[src/rtl/decode_pkg.sv]
// Shared decode definitions: RV32I opcode map, immediate formats, ex_ctrl layout
// and the per-opcode operand-usage table.
package decode_pkg;

  localparam logic [4:0] OPC_LOAD     = 5'b00000;
  localparam logic [4:0] OPC_MISC_MEM = 5'b00011;
  localparam logic [4:0] OPC_OP_IMM   = 5'b00100;
  localparam logic [4:0] OPC_AUIPC    = 5'b00101;
  localparam logic [4:0] OPC_STORE    = 5'b01000;
  localparam logic [4:0] OPC_OP       = 5'b01100;
  localparam logic [4:0] OPC_LUI      = 5'b01101;
  localparam logic [4:0] OPC_BRANCH   = 5'b11000;
  localparam logic [4:0] OPC_JALR     = 5'b11001;
  localparam logic [4:0] OPC_JAL      = 5'b11011;
  localparam logic [4:0] OPC_SYSTEM   = 5'b11100;

  typedef enum logic [2:0] {
    IMM_NONE = 3'd0,
    IMM_I    = 3'd1,
    IMM_S    = 3'd2,
    IMM_B    = 3'd3,
    IMM_U    = 3'd4,
    IMM_J    = 3'd5
  } imm_fmt_e;

  // ex_ctrl = {insn[6:2], funct3, insn[30]}
  localparam int CTRL_W       = 9;
  localparam int CTRL_OPC_LSB = 4;
  localparam int CTRL_F3_LSB  = 1;
  localparam int CTRL_ALT_BIT = 0;

  typedef struct packed {
    logic     use_rs1;
    logic     use_rs2;
    logic     use_rd;
    logic     legal;
    imm_fmt_e fmt;
  } dec_info_t;

  typedef struct packed {
    logic [31:0]       pc;
    logic [31:0]       op1;
    logic [31:0]       op2;
    logic [31:0]       imm;
    logic [4:0]        rd;
    logic [CTRL_W-1:0] ctrl;
    logic              illegal;
  } ex_bundle_t;

  function automatic dec_info_t decode_opc(input logic [4:0] opc);
    dec_info_t d;
    d = '{use_rs1: 1'b0, use_rs2: 1'b0, use_rd: 1'b0, legal: 1'b1, fmt: IMM_NONE};
    case (opc)
      OPC_LUI:      begin d.use_rd = 1'b1; d.fmt = IMM_U; end
      OPC_AUIPC:    begin d.use_rd = 1'b1; d.fmt = IMM_U; end
      OPC_JAL:      begin d.use_rd = 1'b1; d.fmt = IMM_J; end
      OPC_JALR:     begin d.use_rs1 = 1'b1; d.use_rd = 1'b1; d.fmt = IMM_I; end
      OPC_BRANCH:   begin d.use_rs1 = 1'b1; d.use_rs2 = 1'b1; d.fmt = IMM_B; end
      OPC_LOAD:     begin d.use_rs1 = 1'b1; d.use_rd = 1'b1; d.fmt = IMM_I; end
      OPC_STORE:    begin d.use_rs1 = 1'b1; d.use_rs2 = 1'b1; d.fmt = IMM_S; end
      OPC_OP_IMM:   begin d.use_rs1 = 1'b1; d.use_rd = 1'b1; d.fmt = IMM_I; end
      OPC_OP:       begin d.use_rs1 = 1'b1; d.use_rs2 = 1'b1; d.use_rd = 1'b1; end
      OPC_MISC_MEM: d.fmt = IMM_I;
      OPC_SYSTEM:   begin d.use_rd = 1'b1; d.fmt = IMM_I; end
      default:      d.legal = 1'b0;
    endcase
    return d;
  endfunction

endpackage

[src/rtl/decode_stage_imm_gen.sv]
// Combinational immediate extraction; opcode bits are not needed since the
// format is chosen by the caller.
module imm_gen
  import decode_pkg::*;
(
  input  logic [31:7] i_insn,
  input  imm_fmt_e    i_fmt,
  output logic [31:0] o_imm
);

  always_comb begin
    o_imm = '0;
    case (i_fmt)
      IMM_I:   o_imm = {{20{i_insn[31]}}, i_insn[31:20]};
      IMM_S:   o_imm = {{20{i_insn[31]}}, i_insn[31:25], i_insn[11:7]};
      IMM_B:   o_imm = {{19{i_insn[31]}}, i_insn[31], i_insn[7], i_insn[30:25],
                        i_insn[11:8], 1'b0};
      IMM_U:   o_imm = {i_insn[31:12], 12'b0};
      IMM_J:   o_imm = {{11{i_insn[31]}}, i_insn[31], i_insn[19:12], i_insn[20],
                        i_insn[30:21], 1'b0};
      default: o_imm = '0;
    endcase
  end

endmodule

[src/rtl/decode_stage.sv]
// Decode stage: one-entry decode slot, one-entry execute slot, register
// scoreboard. Define RV32E_EN to restrict to x0..x15 (higher indices illegal).
module decode_stage
  import decode_pkg::*;
(
  input  logic              clk,
  input  logic              reset_n,
  input  logic              if_valid,
  output logic              if_ready,
  input  logic [31:0]       if_pc,
  input  logic [31:0]       if_insn,
  output logic [4:0]        rs1,
  output logic [4:0]        rs2,
  input  logic [31:0]       rdata1,
  input  logic [31:0]       rdata2,
  input  logic              wen,
  input  logic [4:0]        wreg,
  input  logic              flush,
  output logic              ex_valid,
  input  logic              ex_ready,
  output logic [31:0]       ex_pc,
  output logic [31:0]       ex_op1,
  output logic [31:0]       ex_op2,
  output logic [31:0]       ex_imm,
  output logic [4:0]        ex_rd,
  output logic [CTRL_W-1:0] ex_ctrl,
  output logic              ex_illegal
);

`ifdef RV32E_EN
  localparam logic [31:0] SB_MASK = 32'h0000_FFFE;
`else
  localparam logic [31:0] SB_MASK = 32'hFFFF_FFFE;
`endif

  logic        r_d_valid;
  logic [31:0] r_pc;
  logic [31:0] r_insn;
  logic        r_ex_valid;
  ex_bundle_t  r_ex;
  logic [31:0] r_sb;

  dec_info_t   w_info;
  logic [4:0]  w_rs1, w_rs2, w_rd;
  logic        w_ext_bad;
  logic        w_illegal;
  logic        w_use_rs1, w_use_rs2, w_use_rd;
  logic        w_haz1, w_haz2;
  logic        w_issue;
  imm_fmt_e    w_fmt;
  logic [31:0] w_imm;
  ex_bundle_t  w_ex_nxt;
  logic [31:0] w_set_mask, w_clr_mask;

  assign w_info = decode_opc(r_insn[6:2]);
  assign w_rs1  = r_insn[19:15];
  assign w_rs2  = r_insn[24:20];
  assign w_rd   = r_insn[11:7];

`ifdef RV32E_EN
  assign w_ext_bad = (w_info.use_rs1 & w_rs1[4]) | (w_info.use_rs2 & w_rs2[4]) |
                     (w_info.use_rd & w_rd[4]);
`else
  assign w_ext_bad = 1'b0;
`endif

  // Illegal instructions carry no sources or destination, so never stall.
  assign w_illegal = (r_insn[1:0] != 2'b11) | ~w_info.legal | w_ext_bad;
  assign w_use_rs1 = w_info.use_rs1 & ~w_illegal;
  assign w_use_rs2 = w_info.use_rs2 & ~w_illegal;
  assign w_use_rd  = w_info.use_rd & ~w_illegal;

  // A same-cycle writeback clears the pending bit early; the regfile
  // passthrough supplies the data.
  assign w_haz1 = w_use_rs1 & (w_rs1 != 5'd0) &
                  ((r_sb[w_rs1] & ~(wen & (wreg == w_rs1))) |
                   (r_ex_valid & (r_ex.rd == w_rs1)));
  assign w_haz2 = w_use_rs2 & (w_rs2 != 5'd0) &
                  ((r_sb[w_rs2] & ~(wen & (wreg == w_rs2))) |
                   (r_ex_valid & (r_ex.rd == w_rs2)));

  assign w_issue  = r_d_valid & ~(w_haz1 | w_haz2) & ~flush & (~r_ex_valid | ex_ready);
  assign if_ready = ~flush & (~r_d_valid | w_issue);

  assign rs1 = w_rs1;
  assign rs2 = w_rs2;

  assign w_fmt = w_illegal ? IMM_NONE : w_info.fmt;

  imm_gen u_imm_gen (
    .i_insn (r_insn[31:7]),
    .i_fmt  (w_fmt),
    .o_imm  (w_imm)
  );

  always_comb begin
    w_ex_nxt                              = '0;
    w_ex_nxt.pc                           = r_pc;
    w_ex_nxt.op1                          = w_use_rs1 ? rdata1 : 32'd0;
    w_ex_nxt.op2                          = w_use_rs2 ? rdata2 : 32'd0;
    w_ex_nxt.imm                          = w_imm;
    w_ex_nxt.rd                           = w_use_rd ? w_rd : 5'd0;
    w_ex_nxt.ctrl[CTRL_OPC_LSB +: 5]      = r_insn[6:2];
    w_ex_nxt.ctrl[CTRL_F3_LSB +: 3]       = r_insn[14:12];
    w_ex_nxt.ctrl[CTRL_ALT_BIT]           = r_insn[30];
    w_ex_nxt.illegal                      = w_illegal;
  end

  // Set on execute handshake wins over a same-register writeback clear.
  assign w_set_mask = (r_ex_valid & ex_ready & ~flush & (r_ex.rd != 5'd0)) ?
                      (32'd1 << r_ex.rd) : 32'd0;
  assign w_clr_mask = (wen & (wreg != 5'd0)) ? (32'd1 << wreg) : 32'd0;

  always_ff @(posedge clk) begin
    if (!reset_n) begin
      r_d_valid  <= 1'b0;
      r_pc       <= '0;
      r_insn     <= '0;
      r_ex_valid <= 1'b0;
      r_ex       <= '0;
      r_sb       <= '0;
    end else begin
      if (flush)
        r_d_valid <= 1'b0;
      else if (if_valid && if_ready) begin
        r_d_valid <= 1'b1;
        r_pc      <= if_pc;
        r_insn    <= if_insn;
      end else if (w_issue)
        r_d_valid <= 1'b0;

      if (flush)
        r_ex_valid <= 1'b0;
      else if (w_issue) begin
        r_ex_valid <= 1'b1;
        r_ex       <= w_ex_nxt;
      end else if (ex_ready)
        r_ex_valid <= 1'b0;

      r_sb <= ((r_sb & ~w_clr_mask) | w_set_mask) & SB_MASK;
    end
  end

  assign ex_valid   = r_ex_valid;
  assign ex_pc      = r_ex.pc;
  assign ex_op1     = r_ex.op1;
  assign ex_op2     = r_ex.op2;
  assign ex_imm     = r_ex.imm;
  assign ex_rd      = r_ex.rd;
  assign ex_ctrl    = r_ex.ctrl;
  assign ex_illegal = r_ex.illegal;

endmodule

[config.mk]
export PLATFORM = sky130hd
export DESIGN_NAME = decode_stage
export DESIGN_NICKNAME = d
export VERILOG_FILES = /design/src/rtl/decode_pkg.sv /design/src/rtl/decode_stage_imm_gen.sv /design/src/rtl/decode_stage.sv
export SDC_FILE = /design/constraint.sdc
export NUM_CORES = 1
export LEC_CHECK = 0
export ABC_CLOCK_PERIOD_IN_PS = 3900
export BUFFER_PORTS_ARGS = -buffer_cell sky130_fd_sc_hd__buf_4
export CORE_MARGIN = 1.5
export CORE_UTILIZATION = 41
export CTS_CLUSTER_DIAMETER = 50
export DETAILED_ROUTE_END_ITERATION = 6
export HOLD_SLACK_MARGIN = 0.15
export PLACE_DENSITY = 0.76
export SYNTH_ARGS = -nofsm -noshare
export SYNTH_HDL_FRONTEND = slang
export SYNTH_SLANG_ARGS = --single-unit
export TNS_END_PERCENT = 30
[constraint.sdc]
create_clock -name clk -period 3.9 [get_ports clk]
set_clock_uncertainty 0.15 [all_clocks]
set_input_delay 0.78 -clock clk [delete_from_list [all_inputs] [get_ports clk]]
set_output_delay 0.78 -clock clk [all_outputs]
set_load 0.01 [all_outputs]
==> out/metrics.cfg <==
[logic_synthesis]
ys_seq_area_share_pct=44.5
synth_area_per_cell_um2=8.52
syn_inst=1268
synth_ff_type=dfxtp_1
yosys.area_share.simple_pct=18.1
synth_top_family_by_area=compound AO/OA/AOI/OAI gates
synth_compound_area_share_pct=18.9
synth_mux_area_share_pct=9.78
synth_fa_ha_area_share_pct=0
ys_ff_latch=240
synth_xor_area_share_pct=1.62
synth_cell_types=57
synth_area_mm2=0.0108
async_flop_share_pct=0
synth_edf_count=0
ys_warn_count=0
synth_nets=1407

[grt]
grt_max_degree=90
grt_overflow=0
grtUsageTotal_pct=24.1
grt_pass1_vias=9565
antenna_found_initial=0
grt_pass1_wl_mm=52.1

[timing]
setup_ws_ns=0.0762
slew_headroom_pct=22.0
tightestPinTransition_ns=1.17
finalSetupTns_ns=0
hold_ws_ns=0.305
fin_crit_sh_pct=98.0
finalCriticalPeriod_ns=3.82
fmax_mhz=262
drv_slew=0
setup_viol=0
finalHoldViolCount=0

[status]
status=finished, final reports clean

[routing]
drt_wl_total_mm=35.2
ant_nets=0
drtIter0Drc=1077
drc=0
firstDrtPassIters=5
vias_per_cell=5.74
drt-wirelength-per-cell_um=19.1
dr_total_vias=10600

[power_and_ir_drop]
ir_drop_v=0.000307
power.leakage_nw=5.46
power.density_mw_per_mm2=419
power.total_mw=5.92

[worst_setup_path]
endpoint_kind=output pin
critPathLaunchType=flop
reg2reg_from=r_insn[20]
r2r-end=ex_op1[5]
worstPathArrival_ns=2.89
reg2regPathDepth=8
cpMaxStageDelayCell=mux4_1
cpLargestDelayFamily=multiplexers
reg2reg_slack_ns=0.67
critPathMaxFanout=6
path_cells=mux4_1 > mux4_2 > o211ai_2 > nand2_2 > o21ai_2 > and2_1 > buf_4
cpPeakStageDelay_ns=0.56
worstSetupPathType=flop to output pin
crit_buf_inv=1
worstPathRequired_ns=2.97

[placement]
place.gp.congestion=0.976
dp_cells=1785
portBuffers=293
dp_hpwl_mm=23.8
place_ws_ns=0.334

[final_layout]
antenna_cells=0
num-fill-cells=2371
areaGrowthSynthToFinish_pct=31.1
drive_above_1_share_pct=27.4
layoutNonFillerInstCount=1846
layout.nets=1627

[worst_hold_path]
holdPathStages=2
min_from=r_pc[4]
hold_path.class=flop to flop
min_to=r_pc[4]

[flow_run]
drv_cap=0

[clock_tree]
cts_buffers=30
ctsHoldBuffers=0
clockRootBuffer=clkbuf_16
tritoncts=built
clk_pin_slew_ns=0.06
clkLatencyLatePin_ns=0.55
htreeDepth=1
clockBufferDepth=3
cts_sinks=240

[floorplan]
dieHeight_um=165
die-area_mm2=0.0273
initial_core_util_pct=41.6
ios=294
num_rows=59
core_mm2=0.0260
die_x_um=165

-- cells in the mapped netlist (all sizes together) (3+ instances only) --
master,number,area share (%)
nor2,19,0.68
xnor2,8,0.65
and2,4,0.23
nor2b,10,0.58
nand3b,7,0.49
nand4b,7,0.57
o21ai,153,7.1
o21a,8,0.56
a22oi,5,0.35
a31oi,4,0.23
nand2,201,7.0
mux2i,68,6.3
clkbuf,85,3.0
inv,7,0.24
a21oi,156,7.2
xor2,12,0.97
nand4,74,4.3
dfxtp,240,44
nor3,4,0.19
and3,3,0.17
nor4,4,0.23
a311oi,3,0.24
nand3,54,2.5
a211oi,25,1.8
nor3b,3,0.21
nand2b,4,0.23
buf,58,4.0
mux4,15,3.3
-- worst reg2reg max path, delay by kind of cell, from the launching register on --
| kind | cells | cell delay, ns |
|---|---|---|
| mux | 2 | 1.05 |
| buf+inv | 2 | 0.49 |
| simple gates | 2 | 0.69 |
| flops | 1 | 0.39 |
| compound gates | 2 | 0.41 |
-- worst max-delay path by stage --
stage                           from  endpoint  slack [ns]  cells after the start
after global routing      r_insn[21]  if_ready       -0.01                      8
after CTS                 r_insn[20]  if_ready        0.04                      7
after floorplan           r_insn[20]  if_ready        0.77                      8
after detailed placement  r_insn[20]  if_ready        0.33                      7
final                     r_insn[20]  if_ready        0.08                      7
after global placement    r_insn[20]  if_ready        0.42                      7
-- repair_timing --
| action | 4_1_cts | 5_1_grt |
|---|---|---|
| setup endpoints to repair | 1 | 1 |
| pin swaps | 1 | 3 |
| setup buffers | 1 | 5 |
| gates resized for setup | 6 | 2 |
-- metal layers --
layer  vias to the layer above  share of wire [%]  GRT usage [%]
met2                       476                 48           39.9
li1                       4963                  -              -
met4                         0                4.7           11.7
met1                      5061                 39           29.9
met3                       103                8.4           4.67
met5                         -                  0              0
-- where the power goes --
part	total [mW]	internal, mW	switching [mW]
clock network	2.90	1.80	1.10
registers	2.55	2.50	0.0476
logic	0.473	0.219	0.254
total	5.92	4.52	1.40
-- state kept, by name, summed over array words and instances (netlist names) --
name	count
ex_ctrl	9
ex_valid	1
ex_imm	32
r_sb	31
r_pc	32
ex_pc	32
ex_illegal	1
r_insn	32
r_d_valid	1
ex_op1	32
ex_op2	32
ex_rd	5
-- placed cells by master (no fill, tap or decap), types with 4 or more instances in the layout --
cell / instances
nand3b_1: 7
clkbuf_8: 7
nand2b_1: 4
nor3_1: 4
nand4_1: 74
nand3_1: 54
a31oi_1: 4
mux4_1: 4
mux2i_1: 68
nor2b_1: 10
nand2_1: 200
xor2_1: 12
buf_12: 6
dfxtp_1: 236
xnor2_1: 8
nor2_1: 18
mux4_2: 11
inv_1: 6
a22oi_1: 5
buf_4: 325
o21a_1: 7
nand4b_1: 7
clkbuf_16: 31
nor4_1: 4
o21ai_0: 151
a21oi_1: 156
a211oi_1: 24
-- metrics by stage --
step / utilization [%] / cell area [um2]
after global routing: 54.5 / 14200
final: 54.5 / 14200
after detailed placement: 50.2 / 13000
after floorplan: - / 10800
after global placement: 50.2 / 13000
after CTS: 54.3 / 14100
-- cells by family after synthesis --
family / Yosys count
simple gates: 403
compound gates: 370
flops: 240
buf+inv: 150
mux: 85
xor+xnor: 20
-- cell type report --
cell class,count,area (um2),share of cell area (%)
repair buffers,331,2560,18.1
well taps,335,419,2.96
inverters,7,28.8,0.203
multi-input cells,878,5270,37.2
flip-flops and latches,240,4810,34.0
clock buffers,41,883,6.24
clock inverters,14,183,1.29
Note: power is estimated with default switching activity, not from simulation.
